[src/rtl/neuron_input_feeder_if.sv]
// Beat bus from the input feeder to the neuron processor.
// The feeder drives the beat and its valids; the processor answers with rd_en.
interface neuron_input_feeder_if #(
  parameter int PARALLEL_INPUTS = 1,
  parameter int AW_T            = 1
);
  logic [PARALLEL_INPUTS-1:0] inputs;
  logic [PARALLEL_INPUTS-1:0] weights;
  logic [31:0]                threshold;
  logic                       inputs_valid;
  logic                       weights_valid;
  logic                       rd_en;
  logic                       last_beat;
  logic [AW_T-1:0]            neuron_idx;

  modport master (
    output inputs, weights, threshold, inputs_valid, weights_valid, last_beat, neuron_idx,
    input  rd_en
  );

  modport slave (
    input  inputs, weights, threshold, inputs_valid, weights_valid, last_beat, neuron_idx,
    output rd_en
  );
endinterface

[src/rtl/neuron_input_feeder.sv]
// Streams activation/weight/threshold beats for every neuron of a run from three
// 1-cycle-latency RAMs into a 2-entry FIFO that feeds the neuron processor.
module neuron_input_feeder #(
  parameter int PARALLEL_INPUTS = 1,
  parameter int NUM_INPUTS      = 2,
  parameter int NUM_NEURONS     = 2,
  localparam int BEATS = (NUM_INPUTS + PARALLEL_INPUTS - 1) / PARALLEL_INPUTS,
  localparam int AW_A  = (BEATS > 1) ? $clog2(BEATS) : 1,
  localparam int AW_W  = (NUM_NEURONS * BEATS > 1) ? $clog2(NUM_NEURONS * BEATS) : 1,
  localparam int AW_T  = (NUM_NEURONS > 1) ? $clog2(NUM_NEURONS) : 1
) (
  input  logic                       clk,
  input  logic                       rst,
  input  logic                       start,
  output logic                       busy,
  output logic                       done,
  output logic [AW_A-1:0]            act_rd_addr,
  input  logic [PARALLEL_INPUTS-1:0] act_rd_data,
  output logic [AW_W-1:0]            wt_rd_addr,
  input  logic [PARALLEL_INPUTS-1:0] wt_rd_data,
  output logic [AW_T-1:0]            thr_rd_addr,
  input  logic [31:0]                thr_rd_data,
  neuron_input_feeder_if.master      beat
);

  localparam int              REM    = NUM_INPUTS % PARALLEL_INPUTS;
  localparam logic [AW_A-1:0] B_LAST = AW_A'(BEATS - 1);
  localparam logic [AW_T-1:0] N_LAST = AW_T'(NUM_NEURONS - 1);

  typedef enum logic [1:0] {IDLE, RUN, DRAIN} state_t;

  state_t                     state_q, state_d;
  logic [AW_A-1:0]            b_q, b_d;
  logic [AW_T-1:0]            n_q, n_d;
  logic [AW_W-1:0]            w_q, w_d;
  logic                       done_q, done_d;

  // Read in flight: RAM data appears the cycle after issue.
  logic                       rf_q, rf_d;
  logic                       rf_last_q, rf_last_d;
  logic [AW_T-1:0]            rf_n_q, rf_n_d;

  logic [PARALLEL_INPUTS-1:0] fifo_in_q   [2];
  logic [PARALLEL_INPUTS-1:0] fifo_in_d   [2];
  logic [PARALLEL_INPUTS-1:0] fifo_wt_q   [2];
  logic [PARALLEL_INPUTS-1:0] fifo_wt_d   [2];
  logic [31:0]                fifo_thr_q  [2];
  logic [31:0]                fifo_thr_d  [2];
  logic                       fifo_last_q [2];
  logic                       fifo_last_d [2];
  logic [AW_T-1:0]            fifo_n_q    [2];
  logic [AW_T-1:0]            fifo_n_d    [2];
  logic                       wr_ptr_q, wr_ptr_d;
  logic                       rd_ptr_q, rd_ptr_d;
  logic [1:0]                 cnt_q, cnt_d;

  logic                       head_valid;
  logic                       pop;
  logic                       final_xfer;
  logic                       issue;
  logic                       is_last_b;
  logic                       is_final_rd;
  logic [PARALLEL_INPUTS-1:0] push_in;
  logic [PARALLEL_INPUTS-1:0] push_wt;

  assign head_valid  = (cnt_q != 2'd0);
  assign pop         = head_valid && beat.rd_en;
  assign final_xfer  = pop && fifo_last_q[rd_ptr_q] && (fifo_n_q[rd_ptr_q] == N_LAST);
  // Slot freed by this cycle's pop counts, so a full pipeline keeps 1 beat/cycle.
  assign issue       = (state_q == RUN) &&
                       ((int'(cnt_q) + int'(rf_q) - int'(pop)) < 2);
  assign is_last_b   = (b_q == B_LAST);
  assign is_final_rd = is_last_b && (n_q == N_LAST);

  always_comb begin
    push_in = act_rd_data;
    push_wt = wt_rd_data;
    // Pad lanes past the end of the neuron: XNOR(1,0)=0 adds nothing.
    if (rf_last_q && (REM != 0)) begin
      for (int i = REM; i < PARALLEL_INPUTS; i++) begin
        push_in[i] = 1'b1;
        push_wt[i] = 1'b0;
      end
    end
  end

  always_comb begin
    state_d   = state_q;
    b_d       = b_q;
    n_d       = n_q;
    w_d       = w_q;
    done_d    = 1'b0;
    rf_d      = issue;
    rf_last_d = rf_last_q;
    rf_n_d    = rf_n_q;

    case (state_q)
      IDLE: begin
        if (start) begin
          state_d = RUN;
          b_d     = '0;
          n_d     = '0;
          w_d     = '0;
        end
      end
      RUN: begin
        if (issue) begin
          rf_last_d = is_last_b;
          rf_n_d    = n_q;
          if (is_final_rd) begin
            b_d     = '0;
            n_d     = '0;
            w_d     = '0;
            state_d = DRAIN;
          end else if (is_last_b) begin
            b_d = '0;
            n_d = n_q + 1'b1;
            w_d = w_q + 1'b1;
          end else begin
            b_d = b_q + 1'b1;
            w_d = w_q + 1'b1;
          end
        end
      end
      DRAIN: begin
        if (final_xfer) begin
          state_d = IDLE;
          done_d  = 1'b1;
        end
      end
      default: state_d = IDLE;
    endcase
  end

  always_comb begin
    fifo_in_d   = fifo_in_q;
    fifo_wt_d   = fifo_wt_q;
    fifo_thr_d  = fifo_thr_q;
    fifo_last_d = fifo_last_q;
    fifo_n_d    = fifo_n_q;
    wr_ptr_d    = wr_ptr_q;
    rd_ptr_d    = rd_ptr_q;
    cnt_d       = cnt_q + {1'b0, rf_q} - {1'b0, pop};
    if (rf_q) begin
      fifo_in_d[wr_ptr_q]   = push_in;
      fifo_wt_d[wr_ptr_q]   = push_wt;
      fifo_thr_d[wr_ptr_q]  = thr_rd_data;
      fifo_last_d[wr_ptr_q] = rf_last_q;
      fifo_n_d[wr_ptr_q]    = rf_n_q;
      wr_ptr_d              = ~wr_ptr_q;
    end
    if (pop) begin
      rd_ptr_d = ~rd_ptr_q;
    end
  end

  always_ff @(posedge clk or posedge rst) begin
    if (rst) begin
      state_q   <= IDLE;
      b_q       <= '0;
      n_q       <= '0;
      w_q       <= '0;
      done_q    <= 1'b0;
      rf_q      <= 1'b0;
      rf_last_q <= 1'b0;
      rf_n_q    <= '0;
      wr_ptr_q  <= 1'b0;
      rd_ptr_q  <= 1'b0;
      cnt_q     <= 2'd0;
      for (int i = 0; i < 2; i++) begin
        fifo_in_q[i]   <= '0;
        fifo_wt_q[i]   <= '0;
        fifo_thr_q[i]  <= '0;
        fifo_last_q[i] <= 1'b0;
        fifo_n_q[i]    <= '0;
      end
    end else begin
      state_q     <= state_d;
      b_q         <= b_d;
      n_q         <= n_d;
      w_q         <= w_d;
      done_q      <= done_d;
      rf_q        <= rf_d;
      rf_last_q   <= rf_last_d;
      rf_n_q      <= rf_n_d;
      wr_ptr_q    <= wr_ptr_d;
      rd_ptr_q    <= rd_ptr_d;
      cnt_q       <= cnt_d;
      fifo_in_q   <= fifo_in_d;
      fifo_wt_q   <= fifo_wt_d;
      fifo_thr_q  <= fifo_thr_d;
      fifo_last_q <= fifo_last_d;
      fifo_n_q    <= fifo_n_d;
    end
  end

  assign busy               = (state_q != IDLE);
  assign done               = done_q;
  assign act_rd_addr        = b_q;
  assign wt_rd_addr         = w_q;
  assign thr_rd_addr        = n_q;
  assign beat.inputs_valid  = head_valid;
  assign beat.weights_valid = head_valid;
  assign beat.inputs        = fifo_in_q[rd_ptr_q];
  assign beat.weights       = fifo_wt_q[rd_ptr_q];
  assign beat.threshold     = fifo_thr_q[rd_ptr_q];
  assign beat.last_beat     = fifo_last_q[rd_ptr_q];
  assign beat.neuron_idx    = fifo_n_q[rd_ptr_q];

endmodule

[src/flat_wrapper.sv]
// flat-port wrapper written by rule: the top's interface ports become plain ports
module neuron_input_feeder_flat 
#(
  parameter int PARALLEL_INPUTS = 1,
  parameter int NUM_INPUTS      = 2,
  parameter int NUM_NEURONS     = 2,
  localparam int BEATS = (NUM_INPUTS + PARALLEL_INPUTS - 1) / PARALLEL_INPUTS,
  localparam int AW_A  = (BEATS > 1) ? $clog2(BEATS) : 1,
  localparam int AW_W  = (NUM_NEURONS * BEATS > 1) ? $clog2(NUM_NEURONS * BEATS) : 1,
  localparam int AW_T  = (NUM_NEURONS > 1) ? $clog2(NUM_NEURONS) : 1
)
  (clk, rst, start, busy, done, act_rd_addr, act_rd_data, wt_rd_addr, wt_rd_data, thr_rd_addr, thr_rd_data, beat_inputs, beat_weights, beat_threshold, beat_inputs_valid, beat_weights_valid, beat_last_beat, beat_neuron_idx, beat_rd_en);
  neuron_input_feeder_if #(.PARALLEL_INPUTS(PARALLEL_INPUTS), .AW_T(1)) beat_i ();
  input  logic clk;
  input  logic rst;
  input  logic start;
  output logic busy;
  output logic done;
  output logic [AW_A-1:0] act_rd_addr;
  input  logic [PARALLEL_INPUTS-1:0] act_rd_data;
  output logic [AW_W-1:0] wt_rd_addr;
  input  logic [PARALLEL_INPUTS-1:0] wt_rd_data;
  output logic [AW_T-1:0] thr_rd_addr;
  input  logic [31:0] thr_rd_data;
  output wire logic [$bits(beat_i.inputs)-1:0] beat_inputs;
  output wire logic [$bits(beat_i.weights)-1:0] beat_weights;
  output wire logic [$bits(beat_i.threshold)-1:0] beat_threshold;
  output wire logic [$bits(beat_i.inputs_valid)-1:0] beat_inputs_valid;
  output wire logic [$bits(beat_i.weights_valid)-1:0] beat_weights_valid;
  output wire logic [$bits(beat_i.last_beat)-1:0] beat_last_beat;
  output wire logic [$bits(beat_i.neuron_idx)-1:0] beat_neuron_idx;
  input wire logic [$bits(beat_i.rd_en)-1:0] beat_rd_en;
  assign beat_inputs = beat_i.inputs;
  assign beat_weights = beat_i.weights;
  assign beat_threshold = beat_i.threshold;
  assign beat_inputs_valid = beat_i.inputs_valid;
  assign beat_weights_valid = beat_i.weights_valid;
  assign beat_last_beat = beat_i.last_beat;
  assign beat_neuron_idx = beat_i.neuron_idx;
  assign beat_i.rd_en = beat_rd_en;
  neuron_input_feeder #(.PARALLEL_INPUTS(PARALLEL_INPUTS), .NUM_INPUTS(NUM_INPUTS), .NUM_NEURONS(NUM_NEURONS)) u_core (.clk(clk), .rst(rst), .start(start), .busy(busy), .done(done), .act_rd_addr(act_rd_addr), .act_rd_data(act_rd_data), .wt_rd_addr(wt_rd_addr), .wt_rd_data(wt_rd_data), .thr_rd_addr(thr_rd_addr), .thr_rd_data(thr_rd_data), .beat(beat_i));
endmodule
[config.mk]
export PLATFORM = sky130hd
export DESIGN_NAME = neuron_input_feeder_flat
export DESIGN_NICKNAME = d
export VERILOG_FILES = /design/src/rtl/neuron_input_feeder_if.sv /design/src/rtl/neuron_input_feeder.sv /design/src/flat_wrapper.sv
export SDC_FILE = /design/constraint.sdc
export NUM_CORES = 1
export LEC_CHECK = 0
export ABC_AREA = 1
export CELL_PAD_IN_SITES_DETAIL_PLACEMENT = 0
export CELL_PAD_IN_SITES_GLOBAL_PLACEMENT = 1
export CORE_MARGIN = 2
export CORE_UTILIZATION = 39
export DETAILED_ROUTE_END_ITERATION = 7
export PLACE_DENSITY_LB_ADDON = 0.1
export SYNTH_ARGS = -nofsm -noshare
export SYNTH_HDL_FRONTEND = slang
export SYNTH_SLANG_ARGS = --single-unit
[constraint.sdc]
create_clock -name clk -period 3.66 [get_ports clk]
set_input_delay 0.366 -clock clk [delete_from_list [all_inputs] [get_ports clk]]
set_output_delay 0.366 -clock clk [all_outputs]
set_load 0.02 [all_outputs]
==> key figures <==
Clocking
  • Clk_lat worst skew: between 300 and 400 ps
  • CTS sink cnt: 86
  • Clk slew on worst S/H paths: around 80 ps
  • Clock Tree Buf Depth: 2
  • Hold_buf cts: 0
  • CTS tree: done
  • CTS root buf: clkbuf_8
  • H-Tree Depth: 3
  • PostCTS Resize Cnt: 0
  • CTS Buf Count: 9
  • # Post-CTS Setup Buffers: 0

Cells and area
  • Layout area overhead: 26.3%
  • Layout fillers: 999
  • Fin nets: between 600 and 700
  • Reg area: approximately 2200 um2
  • Area of the multi-input gates: ~1600 um2
  • Commonest non-fill, non-tap cell in the layout: nand2_1
  • # diodes: 0
  • Commonest cells after routing, fill and taps aside: nand2_1, dfrtp_1, clkdlybuf4s50_1
  • Share of cells above drive strength 1: roughly 12%

Job
  • Number of max-cap violations: 0

Die
  • Core ar.: 10200 um2
  • Full die area: between 10000 and 15000 um2
  • Die width: about 110 um
  • IO Pins: between 80 and 90
  • Starting Density: roughly 40%
  • # rows: 37
  • Die Y-Extent: 106 um

Logic synthesis
  • Post-synthesis simple-gate area fraction: between 20% and 30%
  • Yosys warnings: 0
  • Gate count of the mapped netlist: a little under 500
  • Register bit total from synthesis: 86
  • Post-synthesis net count: 529
  • Unique masters post-synth: 25
  • Adder-cell share of the synthesized area: 2.63%
  • Sequential fraction of the synthesis area: a little over half
  • Avg Inst Size Synth: 8.47 um2
  • Post-Syn Area: 4090 um2
  • Mux cell area share after synthesis: 0%
  • Largest family of logic cells by synthesized area: simple AND/OR/NAND/NOR gates
  • Synth Area in XOR/XNOR: less than 1%
  • Compound-Gate Fraction of Synth Area: approximately an eighth

Setup path
  • Crit Path Class: reg2out
  • CP Launch Point: u_core.rd_ptr_q
  • Worst-path fanout max: 36
  • Worst Setup EP: beat_last_beat
  • Startpoint class of the critical path: register
  • Required time of the worst setup path: roughly 3300 ps
  • FF-to-FF Start: u_core.rf_q
  • CP arrival: 2120 ps
  • Worst Setup End Kind: primary output
  • Reg2Reg Setup Slack: between 1500 and 2000 ps
  • R2r endpoint: u_core.wt_rd_addr[1]
  • R2R depth: 13

Timing
  • Tcrit/Tclk final: 67.9%
  • Minimum clock period: approximately 2500 ps
  • Clock Skews: around 5.6 ps
  • Minimum hold slack: 386 ps
  • Final setup violation count: 0
  • Max Clk Rate: a little over 0.4 GHz
  • Final hold violations: 0
  • Max_slew headroom: roughly 28%
  • Worst Max-Slew Pin Slew: 1070 ps
  • Post-route setup slack: between 1000 and 1500 ps
  • RSZ-0062 raised after global routing: false
  • Final Slew Violations: 0
  • Setup TNS Final: 0 ps

Pwr
  • P_leak: around 2.6 nW
  • Worst IR Drop VDD: between 0.3 and 0.4 mV
  • PwrDens: between 900 and 1000 nW/um2

GRT
  • All-Layer GR Usage: 16.1%
  • First-pass GRT wire length: around 14 mm
  • Vias in the first global route: slightly above 3k
  • Pin count of the biggest net entering global routing: between 80 and 90
  • Initial antenna violation count: 0
  • Total grt overflow: 0

Route
  • DRC: 0
  • Wirelength, routed: 8.51 mm
  • 1st-iter DRT viols: roughly 150
  • Antenna viol nets, final: 0
  • Drt first pass iters: 4
  • Via/cell ratio: about 4.5
  • Via count: 3131
  • Routed WL per cell: 12.2 um

Place
  • Port bufs: just over 80
  • Hpwl dp: ~5.3 mm
  • Setup slack at placement: 1520 ps
  • GP Congestion: around 0.75

Hold path
  • Hold WC Path Type: in2async

Outcome
  • Status: finished clean
==> cell families (layout without fill, tap and decap cells) <==
group | Yosys count | after routing
and+or+nand+nor | 229 | 229
xor gates and xnor gates | 3 | 3
buffers and inverters | 80 | 157
AOI/OAI and AO/OA | 77 | 77
DFF | 86 | 86
adders and majority gates | 8 | 8
==> cell usage after synthesis (all sizes together) <==
master  instances  area [um2]
nand4           2        12.5
nand2         211         815
inv            57         214
or2             1        6.26
fa              1        20.0
o21ai          76         515
nand3           6        40.0
clkbuf         13        48.8
a21oi           1        5.00
nor3            2        10.0
nor4            1        6.26
ha              7        87.6
buf            10         105
xnor2           1        8.76
xor2            2        17.5
dfrtp          86        2150
nor2            6        25.0
==> metal layers <==
layer  vias to the layer above  share of wire, %  track usage (%)
li1                       1619                 -                -
met1                      1438                50             21.4
met2                        64                46             26.2
met3                        10               3.6             2.64
met4                         0               1.3             6.48
met5                         -                 0                0
==> per-stage QoR <==
stage               power (W)  cells  utilization [%]  cell area, um2
floorplan             0.00327    483                -            4090
global placement      0.00418    680             48.5            4960
detailed placement    0.00421    680             48.5            4960
CTS                   0.00492    696             50.5            5160
global route          0.00526    696             50.5            5160
finish                0.00484    696             50.5            5160
==> area by class of cell <==
type,count,area share [%]
Sequential cell,86,41.7
Multi-Input combinational cell,317,30.5
Timing Repair Buffer,84,16.4
Inverter,57,4.17
Tap cell,136,3.29
Clock buffer,10,2.66
Clock inverter,6,1.36
==> sequential cells by signal, summed over array words and instances, names as in the netlist, 2 cells and up <==
name and cells:
u_core.fifo_in_q 2, u_core.state_q 2, u_core.cnt_q 2, u_core.fifo_last_q 2, u_core.fifo_thr_q 64, u_core.fifo_n_q 2
u_core.wt_rd_addr 2, u_core.fifo_wt_q 2
==> how the worst min path moves through the flow <==
stage	startpoint	end	slack, ps	depth (start not counted)
5_1_grt	rst	u_core.fifo_thr_q[46]	460	3
3_3_place_gp	u_core.fifo_thr_q[35]	u_core.fifo_thr_q[35]	460	2
4_1_cts	rst	u_core.act_rd_addr	440	3
3_5_place_dp	u_core.fifo_thr_q[39]	u_core.fifo_thr_q[39]	470	2
6_report	rst	u_core.fifo_thr_q[9]	390	3
2_1_floorplan	u_core.fifo_in_q[0]	u_core.fifo_in_q[0]	450	2
==> where the power goes <==
part,internal [W],switching (W)
Sequential,0.00141,0.000262
Clock,0.000337,0.000350
Combinational,0.00107,0.00142
Total,0.00281,0.00203
==> worst max-delay path, cell delays in order, from the launching register on <==
cell and delay, ps:
dfrtp_1 390, inv_2 520, nand2_1 110, nand2_1 130, clkdlybuf4s50_1 610
No activity file was read; power rests on OpenSTA's default activity.
